### config.mk
export PLATFORM = sky130hd
export DESIGN_NAME = seq_mult_booth
export DESIGN_NICKNAME = d
export VERILOG_FILES = /design/src/rtl/seq_mult_pkg.sv /design/src/rtl/booth_step.sv /design/src/rtl/seq_mult_booth.sv
export SDC_FILE = /design/constraint.sdc
export NUM_CORES = 1
export LEC_CHECK = 0
export CORE_ASPECT_RATIO = 0.8
export CORE_MARGIN = 3
export CORE_UTILIZATION = 63
export DETAILED_ROUTE_END_ITERATION = 12
export DONT_BUFFER_PORTS = 1
export PLACE_DENSITY_LB_ADDON = 0.25
export SKIP_LAST_GASP = 1
export SYNTH_ARGS = -nofsm -noshare
export SYNTH_HDL_FRONTEND = slang
export SYNTH_SLANG_ARGS = --single-unit
### constraint.sdc
create_clock -name clk -period 2.9 [get_ports clk]
set_input_delay 0.29 -clock clk [delete_from_list [all_inputs] [get_ports clk]]
set_output_delay 0.29 -clock clk [all_outputs]
set_load 0.01 [all_outputs]
### src/rtl/seq_mult_pkg.sv
// Shared types and helpers for the sequential Booth multiplier: FSM states,
// Booth recoding opcodes and operand extension.
package seq_mult_pkg;

  typedef enum logic [1:0] {
    IDLE = 2'd0,
    CALC = 2'd1,
    DONE = 2'd2
  } state_t;

  // Opcodes are the {q0, q(-1)} pair; 2'b11 also means no operation.
  localparam logic [1:0] BOOTH_NOP = 2'b00;
  localparam logic [1:0] BOOTH_ADD = 2'b01;
  localparam logic [1:0] BOOTH_SUB = 2'b10;

  localparam int MAX_WIDTH = 32;

  // Extends a width-bit value (right-aligned in a MAX_WIDTH container) by at
  // least one bit, filling with the sign bit in signed mode and zeros otherwise.
  function automatic logic [MAX_WIDTH:0] ext_operand(input logic [MAX_WIDTH-1:0] value,
                                                     input logic signed_mode,
                                                     input int width);
    logic fill;
    logic [MAX_WIDTH:0] ext;
    fill = 1'b0;
    for (int i = 0; i < MAX_WIDTH; i++) begin
      if (i == width - 1) fill = signed_mode & value[i];
    end
    ext = {(MAX_WIDTH+1){fill}};
    for (int i = 0; i < MAX_WIDTH; i++) begin
      if (i < width) ext[i] = value[i];
    end
    return ext;
  endfunction

endpackage

### src/rtl/booth_step.sv
// One radix-2 Booth iteration: conditional add/subtract of the multiplicand,
// then an arithmetic right shift of the {acc, q, q_m1} chain.
module booth_step
  import seq_mult_pkg::*;
#(
  parameter int WIDTH = 8
) (
  input  logic signed [WIDTH:0] acc,
  input  logic        [WIDTH:0] q,
  input  logic                  q_m1,
  input  logic signed [WIDTH:0] m,
  output logic signed [WIDTH:0] acc_next,
  output logic        [WIDTH:0] q_next,
  output logic                  q_m1_next
);

  logic signed [WIDTH:0] sum;

  always_comb begin
    case ({q[0], q_m1})
      BOOTH_ADD: sum = acc + m;
      BOOTH_SUB: sum = acc - m;
      BOOTH_NOP: sum = acc;
      default:   sum = acc;
    endcase
    acc_next  = sum >>> 1;
    q_next    = {sum[0], q[WIDTH:1]};
    q_m1_next = q[0];
  end

endmodule

### src/rtl/seq_mult_booth.sv
// Parametrised multi-cycle Booth multiplier with start/ready/done handshake,
// signed or unsigned per operation, and a synchronous abort.
module seq_mult_booth
  import seq_mult_pkg::*;
#(
  parameter int WIDTH = 8,
  parameter int CNT_W = $clog2(WIDTH+2)
) (
  input  logic                 clk,
  input  logic                 rst,
  input  logic                 start,
  input  logic                 signed_mode,
  input  logic [WIDTH-1:0]     multiplier,
  input  logic [WIDTH-1:0]     multiplicand,
  input  logic                 abort,
  output logic [2*WIDTH-1:0]   product,
  output logic                 ready,
  output logic                 done
);

  localparam logic [CNT_W-1:0] CNT_INIT = CNT_W'(WIDTH + 1);
  localparam logic [CNT_W-1:0] CNT_LAST = CNT_W'(1);

  state_t                state;
  logic signed [WIDTH:0] acc;
  logic signed [WIDTH:0] mcand;
  logic        [WIDTH:0] q;
  logic                  q_m1;
  logic [CNT_W-1:0]      cnt;

  logic [MAX_WIDTH-1:0]  mplier_w, mcand_w;
  logic [MAX_WIDTH:0]    mplier_x, mcand_x;
  logic                  unused_ext;

  logic signed [WIDTH:0] acc_next;
  logic        [WIDTH:0] q_next;
  logic                  q_m1_next;

  always_comb begin
    mplier_w = '0;
    mcand_w  = '0;
    mplier_w[WIDTH-1:0] = multiplier;
    mcand_w[WIDTH-1:0]  = multiplicand;
    mplier_x = ext_operand(mplier_w, signed_mode, WIDTH);
    mcand_x  = ext_operand(mcand_w, signed_mode, WIDTH);
  end

  assign unused_ext = ^{mplier_x, mcand_x};

  booth_step #(.WIDTH(WIDTH)) u_step (
    .acc       (acc),
    .q         (q),
    .q_m1      (q_m1),
    .m         (mcand),
    .acc_next  (acc_next),
    .q_next    (q_next),
    .q_m1_next (q_m1_next)
  );

  always_ff @(posedge clk or negedge rst) begin
    if (!rst) begin
      state   <= IDLE;
      ready   <= 1'b1;
      done    <= 1'b0;
      product <= '0;
      acc     <= '0;
      mcand   <= '0;
      q       <= '0;
      q_m1    <= 1'b0;
      cnt     <= '0;
    end else begin
      case (state)
        IDLE: begin
          done <= 1'b0;
          if (start) begin
            mcand <= mcand_x[WIDTH:0];
            q     <= mplier_x[WIDTH:0];
            acc   <= '0;
            q_m1  <= 1'b0;
            cnt   <= CNT_INIT;
            ready <= 1'b0;
            state <= CALC;
          end else begin
            ready <= 1'b1;
          end
        end
        CALC: begin
          // Abort wins over the final step, so product is never touched here.
          if (abort) begin
            ready <= 1'b1;
            state <= IDLE;
          end else begin
            acc  <= acc_next;
            q    <= q_next;
            q_m1 <= q_m1_next;
            cnt  <= cnt - 1'b1;
            if (cnt == CNT_LAST) begin
              product <= {acc_next[WIDTH-2:0], q_next};
              done    <= 1'b1;
              state   <= DONE;
            end
          end
        end
        DONE: begin
          done  <= 1'b0;
          ready <= 1'b1;
          state <= IDLE;
        end
        default: begin
          done  <= 1'b0;
          ready <= 1'b1;
          state <= IDLE;
        end
      endcase
    end
  end

endmodule
==> summary.md <==
| Metric | Value |
|---|---|
| Status | complete, no violations |
| Main combinational cell family by area after synthesis | simple AND/OR/NAND/NOR gates |
| Htree depth | 2 |
| Slew @ Worst Pin | 0.5786 ns |
| Final setup TNS | 0 ns |
| Yosys warns | 0 |
| XOR/XNOR share of the synthesized area | 4.537% |
| Area of the multi-input gates | 1303 µm² |
| Worst hold slack | roughly 0.086 ns |
| Drt via density | 5.736 |
| Async set or reset register ratio after synthesis | 100.0% |
| Max-Cap Viols | 0 |
| Fraction of layout cells with a size suffix above 1 | 7.447% |
| Post-CTS Resized | 0 |
| Power Total | 3.702 mW |
| Crit path max fanout | 5 |
| Nets | 315 |
| Clk slew on worst S/H paths | 0.09 ns |
| WP data arrival | 2.69 ns |
| Peak supply drop | around 0.00082 V |
| Detailed placer's ending HPWL | around 3900 µm |
| Final Core Density | 72.82% |
| Final worst slack | ~0.4 ns |
| Die Span Y | between 60 and 70 µm |
| Wire length per cell | 15.85 µm |
| TritonCTS clock tree | built |
| HP Class | in -> reg |
| Crit path launch type | flop |
| Global Route Usage Sum | about a quarter |
| Cell Area, Synth | around 2700 µm² |
| Vias | 1933 |
| CORE AREA | 3954 µm² |
| DRC Markers | 0 |
| Cell family with most CP delay | compound AO/OA/AOI/OAI gates |
| Fmax | 400.2 MHz |
| Worst Setup End Kind | flop |
| Dpl ws | 0.4448 ns |
| Antenna violations before repair | 0 |
| Setup CP Type | reg -> reg |
| WL final | between 5000 and 6000 µm |
| Crit path time final | 2.499 ns |
| Clock buffer depth | 2 |
| Cell Chain, Critical Path | inv_1 -> ha_1 -> nor3b_2 -> a21oi_1 -> xnor2_1 -> ha_1 -> a2111oi_0 -> o21ai_1 -> and3b_1 -> mux2i_1 -> o21ai_1 |
| Yosys reg bits | 51 |
| CP Data Required Time | 3.09 ns |
| Diodes inserted | 0 |
| Fill cell count | 300 |
| Die Width | 79.23 µm |
| Most common cell after layout, fill and taps aside | nand2_1 |
| Most frequent cells in the layout | 66 x nand2_1, 50 x dfrtp_1, 19 x o21ai_1, 14 x a21oi_1, 13 x mux2i_1 |
| Final Slew Violations | 0 |
| First-pass GRT wire length | 9425 µm |
| Total CTS buffers | 5 |
| Seq/Total Area, Yosys | 47.27% |
| # setup viols final | 0 |
| CP Buf/Inv Count | 1 |
| Area Overhead vs Synth | 6.528% |
| Synth Area in Compound Gates | 14.68% |
| Port bufs | 0 |
| PD cells | 1286 nW/µm² |
| Skew final | 0.009388 ns |
| Pleak | 1.369 nW |
| Root Driver | clkbuf_8 |
| Rel. slew slack | 61.43% |
| Mean Syn Cell Area | 9.516 µm² |
| Largest net degree at the start of global routing | 52 |
| EDFF count, synth | 0 |
| Final GP Congestion | 0.9122 |
| First-pass DRT Iterations | 4 |
| Routed Antenna Nets | 0 |
| Die area | 5116 µm² |
| Reg area | between 1000 and 1500 µm² |
| Multiplexer area fraction after synthesis | under 10% |
| Post-CTS Setup Inserts | 0 |
| Iteration-0 DRC Markers | 204 |
| CTS sink count | 51 |
| Initial Util | 68.35% |
| RSZ-0062 raised after global routing | no |
| Mapped Nets | 318 |
| Final Cycle Share | 86.17% |
| IO Count | 39 |
| Slowest CP cell | dfrtp_1 |
| Post-Synth Adder-Cell Area | 6.296% |
| Slowest stage delay, CP | 0.42 ns |
| Cell count after synthesis | 284 |
| Number of global-route vias before repair | between 2000 and 2500 |
| Main synth FF type | dfrtp_1 |
| Synth Area in Simple Gates | 17.45% |
| Final Hold Fails | 0 |
| GRT overflow | 0 |
| Row cnt | 20 |
| Synth unique cells | 48 |
| Clock Latency Late Sink | 0.31 ns |
through the flow:
stage / std cells / cell area [µm²]
3_3_place_gp: 327 / 2705
2_1_floorplan: 284 / 2703
3_5_place_dp: 327 / 2705
4_1_cts: 337 / 2879
6_report: 337 / 2879
5_1_grt: 337 / 2879
report_power, final:
| group | switching (mW) | internal (mW) |
|---|---|---|
| clock | 0.237 | 0.344 |
| combinational | 1.06 | 0.806 |
| sequential | 0.273 | 0.981 |
cells by family (layout without fill, tap and decap cells):
kind of cell	Yosys count	count (layout)
adder cells (fa/ha/maj)	13	13
XOR/XNOR	14	14
AO/OA/AOI/OAI	65	65
AND/OR/NAND/NOR	101	101
flip-flops	51	51
buffers and inverters	26	24
multiplexers	14	14
path summary, 6_finish.rpt:
path / slack [ns] / startpoint / depth (start not counted) / to
setup / recovery: 0.40 / mcand[0]$_DFFE_PN0P_ / 11 / acc[7]$_DFFE_PN0P_
hold / removal: 0.09 / multiplicand[5] / 2 / mcand[5]$_DFFE_PN0P_
setup reg to reg: 0.40 / mcand[0]$_DFFE_PN0P_ / 11 / acc[7]$_DFFE_PN0P_
hold reg to reg: 0.51 / q[2]$_DFFE_PN0P_ / 2 / product[1]$_DFFE_PN0P_
max in group asynchronous: 2.11 / rst / 2 / ready$_DFFE_PN1N_
min in group asynchronous: 0.50 / rst / 2 / product[14]$_DFFE_PN0P_
worst reg2reg max path, cell delays in order (launching register included):
cell,delay [ns]
dfrtp_1,0.42
inv_1,0.10
ha_1,0.17
nor3b_2,0.25
a21oi_1,0.12
xnor2_1,0.16
ha_1,0.24
a2111oi_0,0.38
o21ai_1,0.17
and3b_1,0.20
mux2i_1,0.12
o21ai_1,0.07
what timing repair did:
action,4_1_cts,5_1_grt
setup endpoints to repair,0,0
endpoints found under the hold margin,51,0
hold buffers,2,0
layer usage:
metal | vias up | GRT usage, % | share of wire (%)
met2 | 48 | 36.66 | 45
met3 | 8 | 6.111 | 6.1
met5 | - | 0 | 0
met1 | 922 | 33.15 | 47
li1 | 955 | - | -
met4 | 0 | 7.511 | 1.2
synthesized netlist by cell type, types with 3 or more instances:
cell type	count	area share, %
nand2_1	66	9.2
dfrtp_1	50	46
o21ai_1	19	3.5
a21oi_1	14	2.6
mux2i_1	13	4.8
ha_1	12	5.6
inv_1	12	1.7
nor2_1	12	1.7
xnor2_1	12	3.9
o21ai_0	11	2.0
buf_2	8	1.5
a21o_1	3	0.83
nand2b_1	3	0.69
nand3_1	3	0.56
nor3b_1	3	0.83
sequential cells by signal (all words and copies together) (netlist names):
| signal | flops |
|---|---|
| acc | 8 |
| cnt | 4 |
| done | 1 |
| mcand | 9 |
| product | 16 |
| q | 9 |
| q_m1 | 1 |
| ready | 1 |
| state | 2 |
layout make-up:
| cell class | count | share of cell area [%] |
|---|---|---|
| Tap cell | 55 | 2.390 |
| Clock inverter | 3 | 2.347 |
| Timing Repair Buffer | 3 | 1.565 |
| Multi-Input combinational cell | 207 | 45.24 |
| Inverter | 13 | 1.695 |
| Sequential cell | 51 | 44.37 |
| Clock buffer | 5 | 2.390 |
Power figures use the tool's default switching activity.
